### config.mk
export PLATFORM = sky130hd
export DESIGN_NAME = irq_request_latch
export DESIGN_NICKNAME = d
export VERILOG_FILES = /design/src/rtl/irq_request_latch.sv
export SDC_FILE = /design/constraint.sdc
export NUM_CORES = 1
export LEC_CHECK = 0
export BUFFER_PORTS_ARGS = -buffer_cell sky130_fd_sc_hd__buf_4
export CORE_ASPECT_RATIO = 1.25
export CORE_MARGIN = 1
export CORE_UTILIZATION = 46
export CTS_CLUSTER_DIAMETER = 150
export DETAILED_ROUTE_END_ITERATION = 10
export HOLD_SLACK_MARGIN = 0.15
export PLACE_DENSITY = 0.82
export SYNTH_ARGS = -nofsm -noshare
export SYNTH_HDL_FRONTEND = slang
export SYNTH_SLANG_ARGS = --single-unit
export TNS_END_PERCENT = 100
### constraint.sdc
create_clock -name clk -period 2.1 [get_ports clk]
set_input_delay 0.105 -clock clk [delete_from_list [all_inputs] [get_ports clk]]
set_output_delay 0.105 -clock clk [all_outputs]
set_load 0.02 [all_outputs]
### src/rtl/irq_request_latch.sv
// irq_request_latch: captures rising edges of raw interrupt lines into sticky
// pending bits, applies a per-line mask, and presents a frozen snapshot
// (req_vec/req_valid) to the priority encoder. The snapshot is released by an
// index-based clear handshake.
//
// Optional build macro: IRQ_LATCH_SYNC_EN
//   defined   - each raw line passes through a two-flop synchronizer (reset 1)
//               before edge detection; event-to-req_valid latency is 4 cycles.
//   undefined - raw lines feed edge detection directly; latency is 2 cycles.
// Port lists are identical in both builds.

// Per-line slice: optional synchronizer, edge detect, pending bit and the
// overrun indication for this line.
module irq_request_latch_lane (
    input  logic clk,
    input  logic rst,
    input  logic en,
    input  logic raw,
    input  logic clr_hit,
    output logic pend,
    output logic ovr
);
    logic samp;
    logic prev;
    logic rise;

`ifdef IRQ_LATCH_SYNC_EN
    logic [1:0] sync;

    // Two-flop synchronizer; resets high so a line held high is not an event.
    always_ff @(posedge clk) begin
        if (rst) sync <= 2'b11;
        else     sync <= {sync[0], raw};
    end

    assign samp = sync[1];
`else
    assign samp = raw;
`endif

    // Previous sample tracks the line every cycle, even while disabled, so an
    // edge that happened during en=0 is not replayed when en returns.
    always_ff @(posedge clk) begin
        if (rst) prev <= 1'b1;
        else     prev <= samp;
    end

    assign rise = samp & ~prev;

    // An edge on a line that is already pending and not being cleared now is
    // an overrun; the earlier request is still waiting to be serviced.
    assign ovr = en & rise & pend & ~clr_hit;

    // Pending bit: set on edge, cleared by an accepted clear; set wins.
    always_ff @(posedge clk) begin
        if (rst)     pend <= 1'b0;
        else if (en) pend <= (pend & ~clr_hit) | rise;
    end
endmodule

module irq_request_latch #(
    parameter  int WIDTH = 8,
    parameter  int CNT_W = 8,
    localparam int IDX_W = ($clog2(WIDTH) < 1) ? 1 : $clog2(WIDTH)
) (
    input  logic             clk,
    input  logic             rst,
    input  logic             en,
    input  logic [WIDTH-1:0] irq_raw,
    input  logic [WIDTH-1:0] mask,
    input  logic             clr_valid,
    input  logic [IDX_W-1:0] clr_idx,
    input  logic             clr_sticky,
    output logic [WIDTH-1:0] req_vec,
    output logic             req_valid,
    output logic [WIDTH-1:0] pending,
    output logic             ovf_flag,
    output logic [CNT_W-1:0] ovf_cnt,
    output logic             bad_clr
);
    typedef enum logic [0:0] {
        IDLE    = 1'b0,
        PRESENT = 1'b1
    } state_t;

    typedef struct packed {
        logic             valid;
        logic [IDX_W-1:0] idx;
    } clr_req_t;

    state_t           state, state_nxt;
    clr_req_t         clr;
    logic [WIDTH-1:0] req_vec_q, req_vec_nxt;
    logic [WIDTH-1:0] idx_dec;
    logic [WIDTH-1:0] clr_hit;
    logic [WIDTH-1:0] ovr;
    logic             idx_ok;
    logic             hit_ok;
    logic             clr_acc;
    logic             clr_bad;
    logic             ovr_any;

    assign clr.valid = clr_valid;
    assign clr.idx   = clr_idx;

    // An index outside the line range can exist when WIDTH is not a power of 2.
    assign idx_ok = ({{(32-IDX_W){1'b0}}, clr.idx} < 32'(WIDTH));

    // One-hot decode of the clear index; all zero when the index is out of range.
    always_comb begin
        idx_dec = '0;
        if (idx_ok) idx_dec[clr.idx] = 1'b1;
    end

    // A clear is legal only while presenting and only for a line in the snapshot.
    assign hit_ok  = |(idx_dec & req_vec_q);
    assign clr_acc = en & clr.valid & (state == PRESENT) & hit_ok;
    assign clr_bad = en & clr.valid & ~((state == PRESENT) & hit_ok);
    assign clr_hit = clr_acc ? idx_dec : '0;

    // Per-line edge capture and pending storage.
    for (genvar k = 0; k < WIDTH; k++) begin : g_lane
        irq_request_latch_lane u_lane (
            .clk     (clk),
            .rst     (rst),
            .en      (en),
            .raw     (irq_raw[k]),
            .clr_hit (clr_hit[k]),
            .pend    (pending[k]),
            .ovr     (ovr[k])
        );
    end

    assign ovr_any = |ovr;

    // State and snapshot registers.
    always_ff @(posedge clk) begin
        if (rst) begin
            state     <= IDLE;
            req_vec_q <= '0;
        end else begin
            state     <= state_nxt;
            req_vec_q <= req_vec_nxt;
        end
    end

    // Next state: snapshot pending&mask from IDLE, hold in PRESENT until an
    // accepted clear; disabling the block drops back to IDLE.
    always_comb begin
        state_nxt   = state;
        req_vec_nxt = req_vec_q;
        if (!en) begin
            state_nxt   = IDLE;
            req_vec_nxt = '0;
        end else begin
            case (state)
                IDLE: begin
                    req_vec_nxt = '0;
                    if (|(pending & mask)) begin
                        state_nxt   = PRESENT;
                        req_vec_nxt = pending & mask;
                    end
                end
                PRESENT: begin
                    if (clr_acc) begin
                        state_nxt   = IDLE;
                        req_vec_nxt = '0;
                    end
                end
                default: begin
                    state_nxt   = IDLE;
                    req_vec_nxt = '0;
                end
            endcase
        end
    end

    assign req_vec   = req_vec_q;
    assign req_valid = (state == PRESENT);

    // Sticky overrun flag and saturating counter; a new overrun beats clr_sticky.
    // Several overruns in one cycle count as one.
    always_ff @(posedge clk) begin
        if (rst) begin
            ovf_flag <= 1'b0;
            ovf_cnt  <= '0;
        end else if (ovr_any) begin
            ovf_flag <= 1'b1;
            if (ovf_cnt != {CNT_W{1'b1}})
                ovf_cnt <= ovf_cnt + {{(CNT_W-1){1'b0}}, 1'b1};
        end else if (clr_sticky) begin
            ovf_flag <= 1'b0;
            ovf_cnt  <= '0;
        end
    end

    // Sticky illegal-clear flag; a new illegal clear beats clr_sticky.
    always_ff @(posedge clk) begin
        if (rst)             bad_clr <= 1'b0;
        else if (clr_bad)    bad_clr <= 1'b1;
        else if (clr_sticky) bad_clr <= 1'b0;
    end
endmodule

==> summary.txt <==
Routing
  • DRT iter0 DRCs: between 70 and 80
  • Final WL: 4460 um
  • Router iterations before antenna repair: 7
  • DRC Markers: 8
  • DR vias: 1,696
  • Post-route ant nets: 0
  • Drt wl/cell: ~15 um
  • Vias per cell: roughly 5.6

Yosys
  • #FFs+latches synth: 35
  • Proportion of netlist area held by the largest area contributor: 0.408
  • FFs w/ async S/R, synth: 0
  • Yosys top cell by area: dfxtp_1
  • Synth unique cells: 48
  • YS warnings: 0
  • Mapped cell area: around 1700 um^2
  • Seq/Total Area, Yosys: 0.408
  • Syn nets: roughly 220
  • Cell count after synthesis: 196
  • Mean Syn Cell Area: around 8.8 um^2
  • Area contributors post-synth: dfxtp_1, a21oi_1, or2_2
  • Predominant post-synthesis flop cell: dfxtp_1
  • Post-synth EDFFs: 0

Run
  • MaxCap Viol Count: 0

Global route
  • Largest net degree at the start of global routing: 25
  • First-pass GRT wire length: 7360 um
  • GRT Residual Overflow: 0
  • Vias in the first global route: ~1,600
  • Initial antenna violation count: 0
  • Global-route usage over all layers: 0.240

Timing
  • # setup viols final: 0
  • Worst Skew: 0.00754 ns
  • Max Freq: approximately 500 MHz
  • Final Cycle Share: 0.951
  • Least-Margin Pin Slew: roughly 0.47 ns
  • Worst setup margin: just over 0.1 ns
  • Final min period: ~2 ns
  • Final hold violation count: 0
  • Relative slew margins: 0.684
  • RSZ-0062 raised after global routing: no
  • Setup_tns: 0 ns
  • Slew Limit Fails: 0

Power
  • Leakage: 0.961 nW
  • Power density over the cells: about 570 nW/um^2
  • Max IR drop VDD: about 410 uV

Finish
  • Commonest non-fill, non-tap cell in the layout: buf_4
  • Antenna Cells: 0
  • Layout cells sized above 1: 0.378
  • Filler Cell Count: between 300 and 400
  • Commonest non-fill, non-tap cells in the layout: buf_4, dfxtp_1, a21oi_1
  • Cell area after layout: 2370 um^2
  • Nets: ~290
  • Synthesis-to-finish area growth: 37.8%

Floorplan
  • # IOs: 51
  • Die width: around 57 um
  • Die Ht: 70.3 um
  • Initial core utilization: 0.485
  • Site row count: 24
  • Core area: approximately 3500 um^2
  • Die area: between 3000 and 4000 um^2

Worst hold path
  • HP Class: in -> reg

Place
  • Final GP Congestion: about 0.91
  • Post-DP HPWL: about 3200 um
  • Total placed instance area: around 2100 um^2
  • Dpl ws: between 0.01 and 0.015 ns
  • Port bufs: 50

Clock network
  • Clock sink total: 35
  • CTS max path bufs: 2
  • CTS tree: yes
  • Max H-tree Level: 2
  • Clk root buf: clkbuf_8
  • Clk Latency, worst-skew pair: slightly below 0.3 ns
  • Clock Pin Slew Worst Setup and Hold Paths: 0.07 ns
  • CTS Buf Count: 5

Worst setup path
  • CP max stage delay: just over 0.4 ns
  • Critical Path AT: between 2 and 2.5 ns
  • WP data required: 2.30 ns
  • WS Path Type: reg -> reg
  • Cell mode on critical path: nand2_1
  • CP max stage cell: dfxtp_1
  • Crit. End Element: register
  • Critical Path Source Type: register
  • Critical-path cell list: nand2_1, o31ai_2, o22ai_2, o41ai_4, buf_6, nand2_1, a311oi_2
  • Max FO, Critical Path: 10

Run status
  • Outcome: complete, but fails checks
  • Failing checks: DRC
[area by class of cell]
type	count	area, um^2	area share
Clock inverter	1	5.00	0.00211
Multi-Input combinational cell	142	947	0.400
Clock buffer	7	76.3	0.0322
Sequential cell	35	702	0.297
Tap cell	39	48.8	0.0206
Timing Repair Buffer	72	569	0.240
Inverter	5	18.8	0.00793
[layer usage]
metal	global-route usage	share of wire	vias up
met5	0	0	-
met4	0.131	0.034	0
met3	0.0611	0.060	16
met2	0.415	0.50	67
met1	0.264	0.40	788
li1	-	-	825
[final timing paths]
kind,endpoint,cells past startpoint,startpoint,slack (ns)
worst max-delay path,ovf_cnt[0]$_SDFFE_PP0P_,7,req_vec[2]$_SDFFE_PP0P_,0.10
worst min-delay path,req_vec[2]$_SDFFE_PP0P_,5,mask[2],0.18
worst max register to register,ovf_cnt[0]$_SDFFE_PP0P_,7,req_vec[2]$_SDFFE_PP0P_,0.10
worst min register to register,ovf_flag$_SDFFE_PP0P_,2,ovf_flag$_SDFFE_PP0P_,0.46
[cell usage after synthesis, drive strengths merged (3+ instances only)]
master	instances
o21ai	5
and2	3
inv	5
clkbuf	4
nand3	8
o41ai	3
nor2	20
buf	11
nand2b	8
and3	3
dfxtp	35
a21oi	21
or2	15
o22ai	3
nand2	16
[per-stage QoR]
step | util | hold WS (ns) | cells | total power, mW
floorplan | - | 0.209 | 196 | 0.797
global placement | 0.605 | 0.304 | 282 | 0.865
detailed placement | 0.605 | 0.307 | 282 | 0.868
CTS | 0.659 | 0.173 | 300 | 1.35
global route | 0.668 | 0.196 | 301 | 1.40
finish | 0.668 | 0.177 | 301 | 1.34
[sequential cells by signal (all words and copies together), names as in the netlist]
name and count:
g_lane.u_lane.pend 8, g_lane.u_lane.prev 8, ovf_cnt 8, req_vec 8, bad_clr 1, ovf_flag 1, req_valid 1
[cell families (layout without fill, tap and decap cells)]
logic type               Yosys count  count (layout)  share of synthesized area
flip-flops                        35              35                      0.408
AO/OA/AOI/OAI                     48              49                      0.211
buffers and inverters             20              85                     0.0626
AND/OR/NAND/NOR                   89              89                      0.279
multiplexers                       3               3                     0.0320
adder cells (fa/ha/maj)            1               1                    0.00728
[report_power, final]
| group | internal [mW] | total, mW | switching [mW] | leakage [nW] |
|---|---|---|---|---|
| registers | 0.682 | 0.694 | 0.0121 | 0.286 |
| logic | 0.0929 | 0.181 | 0.0884 | 0.633 |
| clock network | 0.232 | 0.464 | 0.232 | 0.0422 |
[what timing repair did]
item	in CTS	in global routing
setup endpoints to repair	1	8
pin swaps	0	2
buffers inserted	0	0
gates resized for setup	2	5
gates cloned	0	1
hold endpoints to repair	13	0
hold buffers	10	0
[worst max-delay path, delay by kind of cell (launching register included)]
kind                   cells  cell delay, ns
AOI/OAI and AO/OA          4            1.15
buffers and inverters      1            0.18
DFF                        1            0.41
and+or+nand+nor            2            0.16
Note: power is estimated with default switching activity, not from simulation.
